--- src/rtl/encoder_request_arbiter_pkg.sv ---
// Shared definitions for the encoder request arbiter: FSM state encoding and default sizing.
package encoder_request_arbiter_pkg;

   localparam int ARB_N_REQ_DEF    = 10;
   localparam int ARB_ID_W_DEF     = 4;
   localparam int ARB_MAX_HOLD_DEF = 16;

   typedef enum logic [1:0] {
      IDLE  = 2'd0,
      GRANT = 2'd1,
      GAP   = 2'd2
   } arb_state_t;

endpackage

--- src/rtl/encoder_request_arbiter_pick.sv ---
// Combinational winner picker: highest eligible index wins, or a rotating descending search
// starting just below the previous winner when ARB_ROUND_ROBIN_EN is defined.
module arb_priority_pick
   import encoder_request_arbiter_pkg::*;
#(
   parameter int N_REQ = ARB_N_REQ_DEF,
   parameter int ID_W  = ARB_ID_W_DEF
) (
   input  logic [N_REQ-1:0] elig,
   input  logic [ID_W-1:0]  base,
   output logic [N_REQ-1:0] onehot,
   output logic [ID_W-1:0]  id,
   output logic             any
);

`ifdef ARB_ROUND_ROBIN_EN
   // Walk from lowest to highest priority so the last hit (base-1, wrapping) wins.
   always_comb begin
      int idx;
      idx    = 0;
      onehot = '0;
      id     = '0;
      any    = |elig;
      for (int k = N_REQ - 1; k >= 0; k--) begin
         idx = (int'(base) + 2 * N_REQ - 1 - k) % N_REQ;
         if (elig[idx]) begin
            onehot      = '0;
            onehot[idx] = 1'b1;
            id          = ID_W'(idx);
         end
      end
   end
`else
   logic unused_base;
   assign unused_base = ^base;

   always_comb begin
      onehot = '0;
      id     = '0;
      any    = |elig;
      for (int i = 0; i < N_REQ; i++) begin
         if (elig[i]) begin
            onehot    = '0;
            onehot[i] = 1'b1;
            id        = ID_W'(i);
         end
      end
   end
`endif

endmodule

--- src/rtl/encoder_request_arbiter.sv ---
// Grant FSM sharing one resource among N_REQ requesters with hold timeout and block mask.
// Optional rotating priority is selected with the ARB_ROUND_ROBIN_EN macro.
module encoder_request_arbiter
   import encoder_request_arbiter_pkg::*;
#(
   parameter int N_REQ    = ARB_N_REQ_DEF,
   parameter int ID_W     = ARB_ID_W_DEF,
   parameter int MAX_HOLD = ARB_MAX_HOLD_DEF
) (
   input  logic             clk,
   input  logic             rst,
   input  logic             en,
   input  logic [N_REQ-1:0] req,
   output logic [N_REQ-1:0] grant,
   output logic [ID_W-1:0]  grant_id,
   output logic             grant_valid,
   output logic             timeout
);

   localparam int HOLD_W = (MAX_HOLD > 1) ? $clog2(MAX_HOLD) : 1;
   localparam logic [HOLD_W-1:0] HOLD_LAST = HOLD_W'(MAX_HOLD - 1);

   arb_state_t        state, state_nxt;
   logic [HOLD_W-1:0] hold_cnt, hold_cnt_nxt;
   logic [ID_W-1:0]   last_id, last_id_nxt;
   logic [N_REQ-1:0]  block, block_nxt;
   logic [N_REQ-1:0]  grant_nxt;
   logic [ID_W-1:0]   grant_id_nxt;
   logic              timeout_nxt;

   logic [N_REQ-1:0]  elig;
   logic [N_REQ-1:0]  win_onehot;
   logic [ID_W-1:0]   win_id;
   logic              win_any;
   logic              owner_req;

   assign elig      = req & ~block;
   assign owner_req = |(req & grant);

   arb_priority_pick #(
      .N_REQ (N_REQ),
      .ID_W  (ID_W)
   ) u_pick (
      .elig   (elig),
      .base   (last_id),
      .onehot (win_onehot),
      .id     (win_id),
      .any    (win_any)
   );

   always_ff @(posedge clk) begin
      if (rst) begin
         state       <= IDLE;
         hold_cnt    <= '0;
         last_id     <= '0;
         block       <= '0;
         grant       <= '0;
         grant_id    <= '0;
         grant_valid <= 1'b0;
         timeout     <= 1'b0;
      end else begin
         state       <= state_nxt;
         hold_cnt    <= hold_cnt_nxt;
         last_id     <= last_id_nxt;
         block       <= block_nxt;
         grant       <= grant_nxt;
         grant_id    <= grant_id_nxt;
         grant_valid <= |grant_nxt;
         timeout     <= timeout_nxt;
      end
   end

   // A block bit survives only while its requester keeps asking.
   always_comb begin
      state_nxt    = state;
      hold_cnt_nxt = hold_cnt;
      last_id_nxt  = last_id;
      block_nxt    = block & req;
      grant_nxt    = grant;
      grant_id_nxt = grant_id;
      timeout_nxt  = 1'b0;

      case (state)
         IDLE: begin
            if (en && win_any) begin
               grant_nxt    = win_onehot;
               grant_id_nxt = win_id;
               last_id_nxt  = win_id;
               hold_cnt_nxt = '0;
               state_nxt    = GRANT;
            end
         end
         GRANT: begin
            if (!owner_req) begin
               grant_nxt    = '0;
               grant_id_nxt = '0;
               state_nxt    = GAP;
            end else if ((MAX_HOLD != 0) && (hold_cnt == HOLD_LAST)) begin
               grant_nxt    = '0;
               grant_id_nxt = '0;
               timeout_nxt  = 1'b1;
               block_nxt    = (block & req) | grant;
               state_nxt    = GAP;
            end else if (hold_cnt != HOLD_LAST) begin
               hold_cnt_nxt = hold_cnt + 1'b1;
            end
         end
         GAP: begin
            hold_cnt_nxt = '0;
            state_nxt    = IDLE;
         end
         default: begin
            grant_nxt    = '0;
            grant_id_nxt = '0;
            hold_cnt_nxt = '0;
            state_nxt    = IDLE;
         end
      endcase
   end

endmodule

--- config.mk ---
export PLATFORM = sky130hd
export DESIGN_NAME = encoder_request_arbiter
export DESIGN_NICKNAME = d
export VERILOG_FILES = /design/src/rtl/encoder_request_arbiter_pkg.sv /design/src/rtl/encoder_request_arbiter_pick.sv /design/src/rtl/encoder_request_arbiter.sv
export SDC_FILE = /design/constraint.sdc
export NUM_CORES = 1
export LEC_CHECK = 0
export CAP_MARGIN = 20
export CORE_ASPECT_RATIO = 1.75
export CORE_MARGIN = 1.5
export CORE_UTILIZATION = 50
export DETAILED_ROUTE_END_ITERATION = 10
export DONT_BUFFER_PORTS = 1
export PLACE_DENSITY = 0.62
export SYNTH_ARGS = -nofsm -noshare
export SYNTH_HDL_FRONTEND = slang
export SYNTH_SLANG_ARGS = --single-unit
--- constraint.sdc ---
create_clock -name clk -period 2.3 [get_ports clk]
set_input_delay 0.46 -clock clk [delete_from_list [all_inputs] [get_ports clk]]
set_output_delay 0.46 -clock clk [all_outputs]
set_load 0.03 [all_outputs]
## Word-level counts from Yosys, hierarchy flattened

Cells that the tools add are included.

- Logic and storage cells: 74
- Bits in registers: 32

- Bitwise logic cells: 8
- Reductions and logical operators: 9
- Equal/unequal tests: 9
- Mux-type cells: 40
- $add $sub $neg: 1

Operator list:

| kind | number |
|---|---|
| $mux 10 | 7 |
| $mux 4 | 10 |
| $and 10x10->10 | 3 |
| $pmux 10 s3 | 1 |
| $reduce_or 10->1 | 3 |
| $mux 3 | 5 |
| $mux 2 | 6 |
| $pmux 4 s3 | 1 |
| $not 10->10 | 1 |
| $or 10x10->10 | 1 |
| $mux 9 | 1 |
| $mux 8 | 1 |
| $ne 2x2->1 const B | 4 |
| $pmux 4 s2 | 1 |
| $mux 7 | 1 |
| $mux 6 | 1 |
| $mux 5 | 1 |
| $add 4x1->4 const B | 1 |
| $eq 4x4->1 const B | 1 |
| $ne 4x4->1 const B | 1 |
| $pmux 2 s2 | 1 |
| $reduce_and 4->1 | 1 |
| $mux 1 | 3 |
| $ne 3x3->1 const B | 1 |
| 8 further kinds | 10 |

## Depth between registers and ports, before layout

- Depth in word-level cells: 15
- Gate-level depth with buffers: 7

## Cells and area by module

Synthesis repeated with hierarchy kept, for this count alone.

- Cell total of the unflattened synthesis: 210
- Area total of the unflattened synthesis: 1724.2 µm²

Modules (own cells, without submodules):

| module | cells an instance | instances | area an instance (µm²) | seq. area each (µm²) |
|---|---|---|---|---|
| encoder_request_arbiter | 182 | 1 | 1545.2 | 720.7 |
| arb_priority_pick | 28 | 1 | 178.9 | 0.0 |

## Least setup slack after synthesis

No wires, ideal clock.

- Kind: input -> register
- Start: input req[5]
- End: register hold_cnt[2]
- Setup slack: 0.440 ns
- Arrival: 1.785 ns
- Required time: 2.226 ns
- Stages: 6
- Path through: nor2b_4 > nor4_4 > nand3_2 > and2_4 > or4_4 > a31oi_1

- Longest elaborated chain between the ends: 5
- Elaborated cells between the ends (all ways): 8

RTL lines:

| what | line | RTL |
|---|---|---|
| start, declared | encoder_request_arbiter.sv:13 | `input logic [N_REQ-1:0] req,` |
| $and 10x10->10 | encoder_request_arbiter.sv:37 | `assign elig = req & ~block;` |
| $reduce_or 10->1 | encoder_request_arbiter_pick.sv:40 | `any = \|elig;` |
| $logic_and 1x1->1 | encoder_request_arbiter.sv:85 | `if (en && win_any) begin` |
| $ne 2x2->1 (no line) | - |  |
| $reduce_and 4->1 (no line) * | - |  |
| end signal, assigned | encoder_request_arbiter.sv:63 | `hold_cnt <= hold_cnt_nxt;` |
| end, declared | encoder_request_arbiter.sv:24 | `logic [HOLD_W-1:0] hold_cnt, hold_cnt_nxt;` |

Mark *: on every way between the ends. The rest lies on a longest branch, timed or not.
A chain may end at the register's enable or synchronous reset.

## Worst setup path after layout

- Start: register hold_cnt[0]
- End: register grant[5]

- Longest elaborated chain between the ends: 4

RTL lines:

| what | line | RTL |
|---|---|---|
| $eq 4x4->1 | encoder_request_arbiter.sv:98 | `end else if ((MAX_HOLD != 0) && (hold_cnt == HOLD_LAST)) begin` |
| $mux 10 | encoder_request_arbiter.sv:98 |  |
| $mux 10 | encoder_request_arbiter.sv:94 | `if (!owner_req) begin` |
| $pmux 10 s3 | encoder_request_arbiter.sv:83 | `case (state)` |
| end signal, assigned | encoder_request_arbiter.sv:66 | `grant <= grant_nxt;` |
| end, declared | encoder_request_arbiter.sv:14 | `output logic [N_REQ-1:0] grant,` |

Every way passes these cells.

==> reports/qor.yml <==
power_and_ir_drop:
  power_frac_comb_pct: 10.8
  p_sw_mw: 0.3047
  leakagePower_nw: 0.6602
  power_frac_clock_pct: 38.6
  p_sw_share_pct: 26.19
  power_density_mw_per_mm2: 654.7
  cell_internal_pwr_mw: 0.8585
  seq_power_share_pct: 50.6
  vdd_ir_drop_max_mv: 0.4243
  power_mw: 1.163
die:
  die_area_mm2: 0.003509
  design.portCount: 29
  core_mm2: 0.002960
  num_rows: 26
  initial_core_util_pct: 53.21
  fp.dieW_um: 45.43
  die_y_um: 77.25
worst_hold_path:
  hold_start: "rst"
  hp-class: "input pin to flip-flop"
setup_path:
  critical_path.top_delay_family: "compound AO/OA/AOI/OAI gates"
  cp.required_ps: 2530
  worstPathArrival_ps: 2240
  crit_buf_inv: 1
  cp_cell_sequence: "ha_1, and3_1, a211oi_1, a2bb2oi_2, buf_4, a22oi_1, nor2_1"
  r2r_start: "hold_cnt[0]"
  cp_max_fo: 11
  r2r_slack_ps: 290
  start_kind: "flip-flop"
  startpoint: "hold_cnt[0]"
  endpoint_kind: "flip-flop"
  slowest_stage: "a2bb2oi_2"
  critPathKind: "flip-flop to flip-flop"
  critical_path.max_stage_delay_ps: 450
clock_tree:
  cts_resized: 0
  clk_latency_ps: 290
  cts_setup_buffers: 0
  clockRootBuffer: "clkbuf_8"
  tritoncts: "built"
  cts_inserted_buffers: 5
  cts_max_level: 2
  clock-sinks: 32
  hold_buffers: 0
  clk_pin_slew_ps: 70
  clockBufferDepth: 2
grt:
  grt.met3_usage_pct: 6.588
  grt_max_degree: 33
  grt_pass1_vias: 1489
  grtUsageMet1_pct: 27.17
  grt_overflow: 0
  antenna_found_initial: 0
  use_met2_pct: 45.63
  grt.total_usage_pct: 26.59
  busiest_layer: "met2"
  grt_pass1_wl_mm: 6.872
sta:
  fmaxAchievable_mhz: 496.7
  fin_crit_ps: 2013
  slew_violations: 0
  finalWorstSetupSlack_ps: 286.7
  worst_pin_slew_ps: 607.7
  hold_viol_final: 0
  fin_worst_skew_ps: 4.925
  setup_viol: 0
  tns_ps: 0
  min_period_over_period_pct: 87.54
  fin_hold_ws_ps: 234.7
  max-slew-margin-rel_pct: 59.40
  rsz0062_at_grt: "false"
placed_design:
  dp_cells: 232
  place_area_mm2: 0.001687
  port-buffer-count: 0
  place_ws_ps: 250.7
  gp_congestion: 0.8658
  dp_hpwl_mm: 3.204
logic_synthesis:
  synth_edf_count: 0
  synth_fp_nets: 199
  ys_ff_latch: 32
  synthesis.area_mm2: 0.001575
  yosysWarnings: 0
  syn_avg_cell_area_um2: 8.515
  yosysUniqueCellTypes: 45
  ys_seq_area_share_pct: 40.67
  async_flop_share_pct: 0
  synth_ff_type: "dfxtp_1"
  synthCells: 185
detailed_routing:
  ant_nets: 0
  num_vias: 1436
  drtPass1Iterations: 7
  drtIter0Drc: 52
  vias_per_cell: 5.983
  wire_per_inst_um: 17.23
  wirelength_mm: 4.134
  drc: 0
finish:
  area_growth_pct: 12.79
  layout-drive-gt1-share_pct: 15.66
  nNetsFinal: 211
  n_antenna_cell: 0
  instances_no_fill: 240
  design_area_mm2: 0.001777
  final_util_pct: 60.02
outcome:
  status: "complete, no violations"
job:
  max-cap-violations: 0
[synth_stat cells, types with 2 or more instances]
master    count  share of area [%]
nor2_1       22                5.2
dfxtp_1      32                 41
o31ai_1       2               0.95
o21ai_1      11                3.5
a21oi_1       8                2.5
nand2_1      30                7.1
o21ai_0       3               0.95
a22oi_1       6                2.9
nor3_4        2                2.1
nor2b_1       9                3.6
nor2b_4       2                1.7
inv_1         2               0.48
nor3_1        2               0.64
and3_1        4                1.6
a32o_1        2                1.3
a211oi_1      4                1.9
a32oi_1       5                2.8
nand2b_1      4                1.6
clkbuf_1      5                1.2
a31oi_1       5                2.0
[cells in the final DEF, fill, tap and decap left out, types with 2 or more instances in the layout]
cell / n
a211oi_1: 4
a21oi_1: 8
a22oi_1: 6
a31oi_1: 5
a32o_1: 2
a32oi_1: 5
and3_1: 4
buf_4: 11
clkbuf_1: 2
clkbuf_8: 6
dfxtp_1: 32
inv_1: 2
nand2_1: 30
nand2b_1: 4
nor2_1: 22
nor2b_1: 9
nor2b_4: 2
nor3_1: 2
nor3_4: 2
o21ai_0: 3
o21ai_1: 11
o31ai_1: 2
[registers in the layout (all words and copies together) (netlist names)]
name         count
block           10
grant           10
grant_id         4
hold_cnt         4
state            2
grant_valid      1
timeout          1
[layer usage]
metal	wire length (um)	vias to the layer above
met3	199	14
met5	0	-
li1	-	695
met4	162	0
met2	2322	41
met1	1450	686
[final cells by class]
| cell class | count | area (um^2) |
|---|---|---|
| tap | 42 | 52.55 |
| timing repair buffer | 11 | 82.58 |
| fill | 280 | 1184 |
| inverter | 2 | 7.507 |
| sequential | 32 | 640.6 |
| multi-input combinational | 145 | 903.4 |
| clock buffer | 8 | 90.09 |
[path summary, 6_finish.rpt]
path	end	cells past startpoint
setup reg to reg	grant[5]	7
setup / recovery	grant[5]	7
hold / removal	state[0]	1
hold reg to reg	block[8]	2
[power by group through the flow]
stage / logic, mW / clock network, mW / registers [mW]
global placement: 0.122 / 0 / 0.601
floorplan: 0.0959 / 0 / 0.605
CTS: 0.125 / 0.451 / 0.588
global route: 0.138 / 0.481 / 0.589
finish: 0.126 / 0.449 / 0.588
detailed placement: 0.124 / 0 / 0.601
[cell families after synthesis]
logic type / synth area share [%]
compound gates: 24.54
fa+ha+maj: 0.7942
buf+inv: 1.986
flops: 40.67
mux: 1.350
simple gates: 30.66
No activity file was read; power rests on OpenSTA's default activity.
